## src/rtl/pipeline_ctrl.sv

```systemverilog
// Pipeline hazard/memory controller: stalls, flushes, forwarding selects, memory timeout abort.
// Latency: stall/flush/forward outputs combinational from inputs and registered state; state_o registered.
// Backpressure: dmem_req & !dmem_ack freezes PC, IF/DE and DE/MW; MEM_TIMEOUT waits abort the access.
// Optional: define PIPELINE_CTRL_PERF_EN to build the saturating stall/flush performance counters.
module pipeline_ctrl #(
  parameter int MEM_TIMEOUT = 8
) (
  input  logic        clk,
  input  logic        rst_n,
  input  logic        de_valid,
  input  logic        de_redirect,
  input  logic [2:0]  de_rs1_addr,
  input  logic [2:0]  de_rs2_addr,
  input  logic [2:0]  mw_rd_addr,
  input  logic        mw_rd_we,
  input  logic        mw_mem_read_en,
  input  logic        mw_mem_write_en,
  output logic        dmem_req,
  input  logic        dmem_ack,
  output logic        pc_stall,
  output logic        if_de_stall,
  output logic        de_mw_hold,
  output logic        if_de_flush,
  output logic        de_mw_flush,
  output logic [1:0]  fwd_rs1_sel,
  output logic [1:0]  fwd_rs2_sel,
  output logic        mem_err,
  output logic [1:0]  state_o,
  output logic [15:0] stall_cnt,
  output logic [15:0] flush_cnt
);

  typedef enum logic [1:0] {
    RUN     = 2'b00,
    WAIT    = 2'b01,
    ABORT   = 2'b10,
    ILLEGAL = 2'b11
  } state_t;

  localparam logic [3:0] TIMEOUT = 4'(MEM_TIMEOUT);

  state_t     state;
  logic [3:0] wait_cnt;
  logic       run_en;

  logic mem_acc;
  logic in_access;
  logic req_int;
  logic mem_stall;
  logic abort_now;
  logic redirect_flush;

  // A match on a load forwards memory data only in the ack cycle; before that the consumer is stalled.
  function automatic logic [1:0] fwd_sel(
    input logic [2:0] rs,
    input logic [2:0] rd,
    input logic       rd_we,
    input logic       ld,
    input logic       ack,
    input logic       enable
  );
    logic [1:0] sel;
    sel = 2'd0;
    if (enable && rd_we && (rd != 3'd0) && (rs == rd)) begin
      if (!ld)
        sel = 2'd1;
      else if (ack)
        sel = 2'd2;
    end
    return sel;
  endfunction

  assign mem_acc        = mw_mem_read_en | mw_mem_write_en;
  assign in_access      = (state == RUN) || (state == WAIT);
  assign req_int        = run_en & mem_acc & in_access;
  assign mem_stall      = req_int & ~dmem_ack;
  assign abort_now      = run_en & (state == ABORT);
  assign redirect_flush = run_en & de_valid & de_redirect & ~mem_stall;

  assign dmem_req    = req_int;
  assign pc_stall    = mem_stall;
  assign if_de_stall = mem_stall;
  assign de_mw_hold  = mem_stall;
  assign if_de_flush = abort_now | redirect_flush;
  assign de_mw_flush = abort_now;
  assign mem_err     = abort_now;
  assign state_o     = run_en ? state : RUN;

  assign fwd_rs1_sel = fwd_sel(de_rs1_addr, mw_rd_addr, mw_rd_we, mw_mem_read_en,
                               dmem_ack & req_int, run_en & de_valid & ~abort_now);
  assign fwd_rs2_sel = fwd_sel(de_rs2_addr, mw_rd_addr, mw_rd_we, mw_mem_read_en,
                               dmem_ack & req_int, run_en & de_valid & ~abort_now);

  // Output enable: outputs stay gated until the first clock edge after reset release.
  always_ff @(posedge clk or negedge rst_n) begin
    if (!rst_n)
      run_en <= 1'b0;
    else
      run_en <= 1'b1;
  end

  // Memory access FSM: RUN -> WAIT on an unacked access, WAIT -> ABORT after TIMEOUT waits.
  always_ff @(posedge clk or negedge rst_n) begin
    if (!rst_n) begin
      state    <= RUN;
      wait_cnt <= 4'd0;
    end else if (run_en) begin
      case (state)
        RUN: begin
          if (mem_stall) begin
            state    <= WAIT;
            wait_cnt <= 4'd1;
          end else begin
            wait_cnt <= 4'd0;
          end
        end
        WAIT: begin
          // Leaving on ack, or if MW withdraws the access.
          if (!mem_stall) begin
            state    <= RUN;
            wait_cnt <= 4'd0;
          end else if (wait_cnt == TIMEOUT) begin
            state    <= ABORT;
            wait_cnt <= 4'd0;
          end else begin
            wait_cnt <= wait_cnt + 4'd1;
          end
        end
        ABORT: begin
          state    <= RUN;
          wait_cnt <= 4'd0;
        end
        default: begin
          state    <= RUN;
          wait_cnt <= 4'd0;
        end
      endcase
    end
  end

`ifdef PIPELINE_CTRL_PERF_EN
  logic [15:0] stall_q;
  logic [15:0] flush_q;

  // Saturating performance counters for stall cycles and flush cycles.
  always_ff @(posedge clk or negedge rst_n) begin
    if (!rst_n) begin
      stall_q <= 16'd0;
      flush_q <= 16'd0;
    end else begin
      if (mem_stall && (stall_q != 16'hFFFF))
        stall_q <= stall_q + 16'd1;
      if ((if_de_flush || de_mw_flush) && (flush_q != 16'hFFFF))
        flush_q <= flush_q + 16'd1;
    end
  end

  assign stall_cnt = run_en ? stall_q : 16'd0;
  assign flush_cnt = run_en ? flush_q : 16'd0;
`else
  assign stall_cnt = 16'd0;
  assign flush_cnt = 16'd0;
`endif

endmodule

```

## config.mk

```make
export PLATFORM = sky130hd
export DESIGN_NAME = pipeline_ctrl
export DESIGN_NICKNAME = d
export VERILOG_FILES = /design/src/rtl/pipeline_ctrl.sv
export SDC_FILE = /design/constraint.sdc
export NUM_CORES = 1
export LEC_CHECK = 0
export BUFFER_PORTS_ARGS = -buffer_cell sky130_fd_sc_hd__buf_2
export CAP_MARGIN = 10
export CELL_PAD_IN_SITES_DETAIL_PLACEMENT = 2
export CELL_PAD_IN_SITES_GLOBAL_PLACEMENT = 2
export CORE_ASPECT_RATIO = 0.7
export CORE_MARGIN = 1
export CORE_UTILIZATION = 21
export CTS_CLUSTER_DIAMETER = 120
export DETAILED_ROUTE_END_ITERATION = 6
export PLACE_DENSITY_LB_ADDON = 0.15
export SLEW_MARGIN = 20
export SYNTH_ARGS = -nofsm -noshare
export SYNTH_HDL_FRONTEND = slang
export SYNTH_SLANG_ARGS = --single-unit
```

## constraint.sdc

```tcl
create_clock -name clk -period 2 [get_ports clk]
set_input_delay 0.1 -clock clk [delete_from_list [all_inputs] [get_ports clk]]
set_output_delay 0.1 -clock clk [all_outputs]
set_load 0.1 [all_outputs]
```

Word-level counts from Yosys, hierarchy flattened
Index checks and enable logic that the tools add are counted.
{"block": "word_totals", "out_inout_bits": 45, "in_bits": 17, "ff_bits": 7, "wordCells": 46}
{"block": "classes", "n_mux": 13, "add_sub_neg": 1, "n_eq_ne": 7, "n_reduce_logical": 8, "n_bitwise": 14}
{"op": "$mux W2", "n": 8}
{"op": "$and A1 B1 Y1", "n": 9}
{"op": "$mux W4", "n": 2}
{"op": "$pmux W4 S2", "n": 1}
{"op": "$eq A3 B3 Y1", "n": 2}
{"op": "$add A4 B1 Y4 const B", "n": 1}
{"op": "$eq A4 B4 Y1 const B", "n": 1}
{"op": "$logic_and A1 B1 Y1", "n": 4}
{"op": "$pmux W2 S2", "n": 1}
{"op": "$ne A3 B2 Y1 const B", "n": 1}
{"op": "$not A1 Y1", "n": 3}
{"op": "$reduce_and A3 Y1", "n": 1}
{"op": "$reduce_bool A3 Y1", "n": 1}
{"op": "$eq A2 B1 Y1 const B", "n": 1}
{"op": "$eq A2 B2 Y1 const B", "n": 1}
{"op": "$logic_not A2 Y1", "n": 1}
{"op": "$ne A2 B2 Y1 const B", "n": 1}
{"op": "$or A1 B1 Y1", "n": 2}
{"op": "$logic_or A1 B1 Y1", "n": 1}
{"op": "$mux W1", "n": 1}

Logic depth before layout (Yosys ltp)
Gate-level depths: netlist (run 1).
{"block": "depth", "ltp_word": 8, "mapped_depth": 5, "ltp_nobuf": 5}

Worst setup path before layout (run 1)
OpenSTA, ideal clock, no wires.
{"block": "synth_timing", "path_type": "reg-to-output", "from": "reg run_en", "to": "out fwd_rs2_sel[0]", "path_stages_with_launch": 5, "t_arrival_ns": 2.832, "path_slack_ns": -0.932, "path_cell_list": "dfrtp_1 buf_6 and3b_1 nor4_1 nor2b_1"}
{"block": "synth_via", "elab_chain_cells": 7, "elab_cells_between_ends": 8, "cone_classes": "mux (1); bitwise (4); reduce/logical (3)"}
{"item": "from (decl)", "line_no": "44", "rtl": "logic run_en;"}
{"item": "from (signal assigned)", "line_no": "97", "rtl": "run_en <= 1'b0;"}
{"item": "from (signal assigned)", "line_no": "99", "rtl": "run_en <= 1'b1;"}
{"item": "$and A1 B1 Y1", "line_no": "77", "rtl": "assign abort_now = run_en & (state == ABORT);"}
{"item": "net de_mw_flush", "line_no": "24", "rtl": "output logic de_mw_flush,"}
{"item": "$not A1 Y1", "line_no": "92", "rtl": "dmem_ack & req_int, run_en & de_valid & ~abort_now);"}
{"item": "$and A1 B1 Y1", "line_no": "92"}
{"item": "$logic_and A1 B1 Y1 (3 in series)", "line_no": "64", "rtl": "if (enable && rd_we && (rd != 3'd0) && (rs == rd)) begin"}
{"item": "$mux W2", "line_no": "64"}
{"item": "to (decl)", "line_no": "26", "rtl": "output logic [1:0] fwd_rs2_sel,"}
The timed path passes the listed nets, and every way through them passes these cells.

Final worst setup path (run 1)
{"block": "layout_timing", "from": "reg run_en", "to": "out fwd_rs2_sel[1]"}
{"block": "layout_via", "elab_chain_cells": 7, "elab_cells_between_ends": 13, "cone_classes": "mux (3); bitwise (7); reduce/logical (3)"}
{"item": "branches (longest 6 deep; another with $mux W2)"}
{"item": "$mux W2 (*)", "line_no": "64"}
Mark *: on every way between the ends.

==> impl_metrics.csv, run 1 <==
group,metric,value,unit
run_status,status,"finished, final reports clean",
pwr,power.total,765,uW
cells_and_area,drive_above_1_share,0.376,
cells_and_area,fin_util,0.289,
critical_path,r2r_setup_slack,0.63,ns
run,maxCapViolCount,0,
critical_path,cp_cell_sequence,"nand3_1 > or4_4 > nor2_2 > buf_12",
critical_path,worstRegToRegCells,4,
worst_hold_path,hp-class,"input pin to asynchronous set/reset pin",
place,dpl-instance-area,978,um2
place,place.gp.congestion,0.693,
clock_tree,worst_skew_pair.late_latency,0.23,ns
pwr,ir_drop,0.000242,V
logic_synthesis,ys_ff_latch,7,
clock_tree,cts_tree,"yes",
route,dr.first_iter.drc_count,12,
route,routed_via_density,3.79,
cells_and_area,fin_nets,145,
global_route,grt_pass1_wl,3400,um
place,dp_hpwl,1770,um
sta,final_hold_viol_count,0,
clock_tree,clk_pin_slew,0.04,ns
logic_synthesis,synth_warnings,0,
clock_tree,htreeDepth,1,
die,core,0.00360,mm2
clock_tree,numCtsBuffers,3,
sta,fmaxAchievable,550,MHz
logic_synthesis,synthCells,95,
sta,post-route-min-period,1.82,ns
die,fp.dieW,76.4,um
critical_path,worstSetupEndpointType,"output pin",
pwr,power_density,735,mW/mm2
die,start_util,0.226,
clock_tree,cts_setup_buffers,0,
logic_synthesis,syn-cell-area,813,um2
cells_and_area,stdcell_area,0.00104,mm2
die,dieArea,0.00413,mm2
logic_synthesis,yosys.cell_types.count,27,
place,port_buffers,29,
global_route,antenna_found_initial,0,
place,dp_cells,170,
die,fp-row-count,18,
route,dr.pass1.iters,2,
critical_path,crit_buf_inv,1,
critical_path,r2r-start,"state[1]",
clock_tree,clock_path_buffers,2,
sta,final-setup-viol-count,0,
clock_tree,cts.sinks,7,
sta,finalCritPeriodShare,0.909,
route,finalWirelength,2150,um
route,num_vias,663,
die,io_pins,62,
critical_path,criticalPathCategory,"flip-flop to output pin",
route,routedWlPerCell,12.3,um
route,drc,0,
sta,rsz0062_at_grt,"false",
critical_path,max_stage_delay,0.53,ns
cells_and_area,antennaDiodeCount,0,
global_route,grt_pass1_vias,663,
cells_and_area,n_fill_cell,431,
sta,finalClockSkew,0.000406,ns
cells_and_area,area_growth,28.0,%
critical_path,worst_ep_required_time,1.90,ns
route,ant_nets,0,
pwr,leakage,0.527,nW
critical_path,arrival,1.72,ns
global_route,grt_use_total,0.110,
die,die_h,54.1,um
critical_path,timing.rr.end,"wait_cnt[2]",
global_route,grt_max_degree,12,
logic_synthesis,yosysSeqAreaShare,0.215,
critical_path,crit_path_start,"run_en",
global_route,grt-ovfl-total,0,
critical_path,cp-start-kind,"flip-flop",
cells_and_area,instances_no_fill,175,
critical_path,slowest_stage,"or4_4",
sta,drv_slew,0,
critical_path,crit_fanout,11,
clock_tree,cts-root-buf,"clkbuf_8",
logic_synthesis,synth_area_per_cell,8.56,um2
critical_path,cp_top_family,"simple AND/OR/NAND/NOR gates",
registers in the layout (all words and copies together), names as in the netlist:
register  count
run_en        1
wait_cnt      4
state         2
stage by stage:
| stage | setup WS [ns] | hold WS, ns | setup TNS, ns |
|---|---|---|---|
| after floorplan | -0.0737 | -0.196 | -0.188 |
| after global placement | 0.322 | -0.0599 | 0 |
| after detailed placement | 0.255 | -0.0602 | 0 |
| after CTS | 0.0206 | 0.241 | 0 |
| after global routing | 0.0773 | 0.286 | 0 |
| final | 0.182 | 0.270 | 0 |
kinds of logic after synthesis:
group / share of synthesized area
AOI/OAI and AO/OA: 0.0923
xor gates and xnor gates: 0.0646
adders and majority gates: 0.0308
buffers and inverters: 0.365
DFF: 0.215
muxes: 0.0138
other: 0.00923
and+or+nand+nor: 0.209
worst max-delay path by stage:
stage                          end  slack (ns)  depth (start not counted)
finish              fwd_rs2_sel[1]        0.18                          4
global route        fwd_rs1_sel[0]        0.08                          4
CTS                 fwd_rs1_sel[0]        0.02                          4
detailed placement  fwd_rs1_sel[0]        0.26                          4
global placement    fwd_rs1_sel[0]        0.32                          4
floorplan              if_de_stall       -0.07                          3
area by class of cell:
cell class | count | area [um2] | share of cell area
Inverter | 4 | 15.0 | 0.0144
Sequential cell | 7 | 176 | 0.169
Clock buffer | 4 | 45.0 | 0.0433
Multi-Input combinational cell | 78 | 497 | 0.477
Timing Repair Buffer | 32 | 245 | 0.236
Tap cell | 50 | 62.6 | 0.0601
Yosys cell counts:
library cell / count / area, um2
nor2_1: 5 / 18.8
dfrtp_1: 7 / 175
and2_1: 1 / 6.26
nor3_1: 1 / 5.00
conb_1: 2 / 7.51
o21bai_1: 1 / 7.51
and2_2: 1 / 7.51
xnor2_1: 6 / 52.6
and4_1: 1 / 8.76
a41o_1: 2 / 20.0
buf_6: 1 / 11.3
nand2_1: 2 / 7.51
nand3b_1: 1 / 7.51
a32o_1: 2 / 20.0
o21ai_0: 2 / 10.0
mux2_2: 1 / 11.3
nand2b_2: 1 / 8.76
and3b_1: 2 / 17.5
inv_1: 4 / 15.0
ha_1: 2 / 25.0
buf_4: 36 / 270
or4_4: 1 / 11.3
nor2b_1: 3 / 18.8
nor3_4: 1 / 16.3
nor4_1: 1 / 6.26
nand3_1: 6 / 30.0
a22o_1: 2 / 17.5
placed cells by master, fill, tap and decap left out, types with 3 or more instances in the layout:
cell type,synthesis,final
nor2_1,5,3
dfrtp_1,7,6
nand3_1,6,6
inv_1,4,4
xnor2_1,6,6
buf_2,0,24
buf_12,0,5
clkbuf_8,0,3
conb_1,2,33
routing by layer:
layer | GRT usage | wire length, um | up-vias
met5 | 0 | 0 | -
met4 | 0.0481 | 13 | 0
met3 | 0.0153 | 119 | 2
met2 | 0.197 | 1090 | 34
met1 | 0.137 | 931 | 320
li1 | - | - | 307
repair_timing:
| action | CTS | global route |
|---|---|---|
| resized for setup | 0 | 2 |
| hold buffers | 1 | 0 |
| setup endpoints to repair | 0 | 4 |
| endpoints found under the hold margin | 7 | 0 |
report_power, final:
| group | switching (mW) | leakage [nW] | internal, mW |
|---|---|---|---|
| logic | 0.360 | 0.413 | 0.0486 |
| registers | 0.00821 | 0.0917 | 0.148 |
| clock network | 0.0615 | 0.0228 | 0.138 |
| total | 0.430 | 0.527 | 0.335 |
Note: power is estimated with default switching activity, not from simulation.
==> inputs of run 2 (changes only) <==
Settings changed: CORE_UTILIZATION 21 to 20.
Clock period 2 ns to 1.7 ns, I/O delays scaled along.
==> impl_metrics.csv, run 2 (synthesized netlist as in run 1, its figures left out) <==
group,metric,value,unit
run_status,status,"finished, final reports clean",
critical_path,worstSetupEndpointType,"output pin",
sta,post-route-min-period,1.69,ns
die,io_pins,62,
critical_path,worst_ep_required_time,1.62,ns
die,fp-row-count,18,
cells_and_area,reg.largest.list,"wait_cnt: 4 flops, state: 2 flops, run_en: 1 flops",
global_route,grt_use_met1,0.143,
global_route,grtUsageMet2,0.158,
worst_hold_path,hp-class,"input pin to asynchronous set/reset pin",
cells_and_area,regMostFlops,"wait_cnt",
global_route,grt-busiest-layer,"met2",
place,dpl-instance-area,0.00105,mm2
route,drc,0,
pwr,leakage,0.567,nW
sta,tightest_slew,0.529,ns
route,dr.pass1.iters,2,
cells_and_area,largest_reg_flops,4,
critical_path,crit_fanout,4,
sta,max_slew_margin,0.645,
pwr,power.total,925,uW
critical_path,arrival,1.60,ns
die,dieArea,0.00433,mm2
clock_tree,numCtsBuffers,3,
cells_and_area,fin_nets,151,
sta,final_hold_viol_count,0,
global_route,grt_max_degree,9,
place,dp_hpwl,1960,um
clock_tree,clk_pin_slew,0.04,ns
cells_and_area,stdcell_area,0.00114,mm2
place,port_buffers,29,
clock_tree,cts_tree,"yes",
die,die_h,55.4,um
cells_and_area,n_fill_cell,433,
place,place.gp.congestion,0.688,
sta,fmaxAchievable,592,MHz
clock_tree,worst_skew_pair.late_latency,0.23,ns
route,routed_via_density,3.84,
pwr,ir_drop,0.000349,V
sta,finalClockSkew,0.00126,ns
global_route,grt_use_total,0.106,
cells_and_area,mostFrequentLayoutCell,"conb_1",
die,core,0.00369,mm2
clock_tree,cts.sinks,7,
clock_tree,cts-root-buf,"clkbuf_8",
die,start_util,0.220,
critical_path,criticalPathCategory,"flip-flop to output pin",
sta,drv_slew,0,
global_route,antenna_found_initial,0,
sta,setup_tns,0,ns
global_route,use_met3,0.0413,
route,routedWlPerCell,12.2,um
cells_and_area,final_cell_mix,"33 x conb_1, 22 x buf_2, 8 x buf_4",
critical_path,slowest_stage,"dfrtp_2",
route,dr.first_iter.drc_count,21,
route,ant_nets,0,
run,maxCapViolCount,0,
place,dp_cells,174,
die,fp.dieW,78.2,um
cells_and_area,fin_util,0.309,
pwr,power_density,811,mW/mm2
cells_and_area,instances_no_fill,181,
global_route,grt_pass1_wl,3430,um
critical_path,max_stage_delay,0.42,ns
clock_tree,clock_path_buffers,2,
route,finalWirelength,2220,um
clock_tree,htreeDepth,1,
global_route,grt-ovfl-total,0,
sta,final-setup-viol-count,0,
cells_and_area,antennaDiodeCount,0,
sta,rsz0062_at_grt,"true",
route,num_vias,695,
critical_path,cp_cell_sequence,"and3b_2 > nor4_4 > and4_4 > buf_12",
cells_and_area,area_growth,40.2,%
critical_path,r2r_setup_slack,0.26,ns
global_route,grt_pass1_vias,636,
sta,finalCritPeriodShare,0.994,
cells_and_area,drive_above_1_share,0.412,
critical_path,cp-start-kind,"flip-flop",
[run 2: report_power, final]
part | internal [mW] | leakage, nW | switching, mW
clock | 0.163 | 0.0228 | 0.0773
sequential | 0.175 | 0.0917 | 0.00735
combinational | 0.0713 | 0.452 | 0.431
[run 2: final timing paths]
path / start / end / cells after the start
max in group asynchronous: rst_n / run_en / 2
worst min register to register: wait_cnt[1] / wait_cnt[1] / 1
min in group clk: dmem_ack / wait_cnt[3] / 4
worst max-delay path: run_en / fwd_rs1_sel[0] / 4
worst min-delay path: rst_n / wait_cnt[2] / 2
worst max register to register: run_en / wait_cnt[3] / 5
[run 2: metal layers]
metal  vias to the layer above  part of all wire  wire length, um
met4                         0            0.0036                8
met1                       338              0.45             1000
met2                        34              0.46             1020
met5                         -                 0                0
li1                        320                 -                -
met3                         3             0.082              181
[run 2: through the flow]
stage               setup WS (ns)  hold slack (ns)
floorplan                  -0.354           -0.211
global placement            0.139          -0.0683
detailed placement         0.0333          -0.0612
CTS                       -0.0101            0.227
global route              -0.0584            0.226
finish                     0.0106            0.226
[run 2: layout make-up]
type | instances | area (um2) | area share
Multi-Input combinational cell | 78 | 520 | 0.457
Clock buffer | 4 | 45.0 | 0.0395
Inverter | 4 | 15.0 | 0.0132
Tap cell | 50 | 62.6 | 0.0549
Timing Repair Buffer | 38 | 320 | 0.281
Sequential cell | 7 | 176 | 0.155
[run 2: timing repair]
action / CTS / global route
hold buffers: 1 / 0
resized for setup: 3 / 1
endpoints found under the hold margin: 7 / 0
endpoints found under the setup margin: 4 / 4
pin swaps: 1 / 0
gates cloned: 0 / 0
setup buffers: 2 / 0
[run 2: critical path: cells and delay by family (launching register included)]
family	cells	cell delay (ns)
AND/OR/NAND/NOR	3	0.78
flip-flops	1	0.42
buffers and inverters	1	0.17
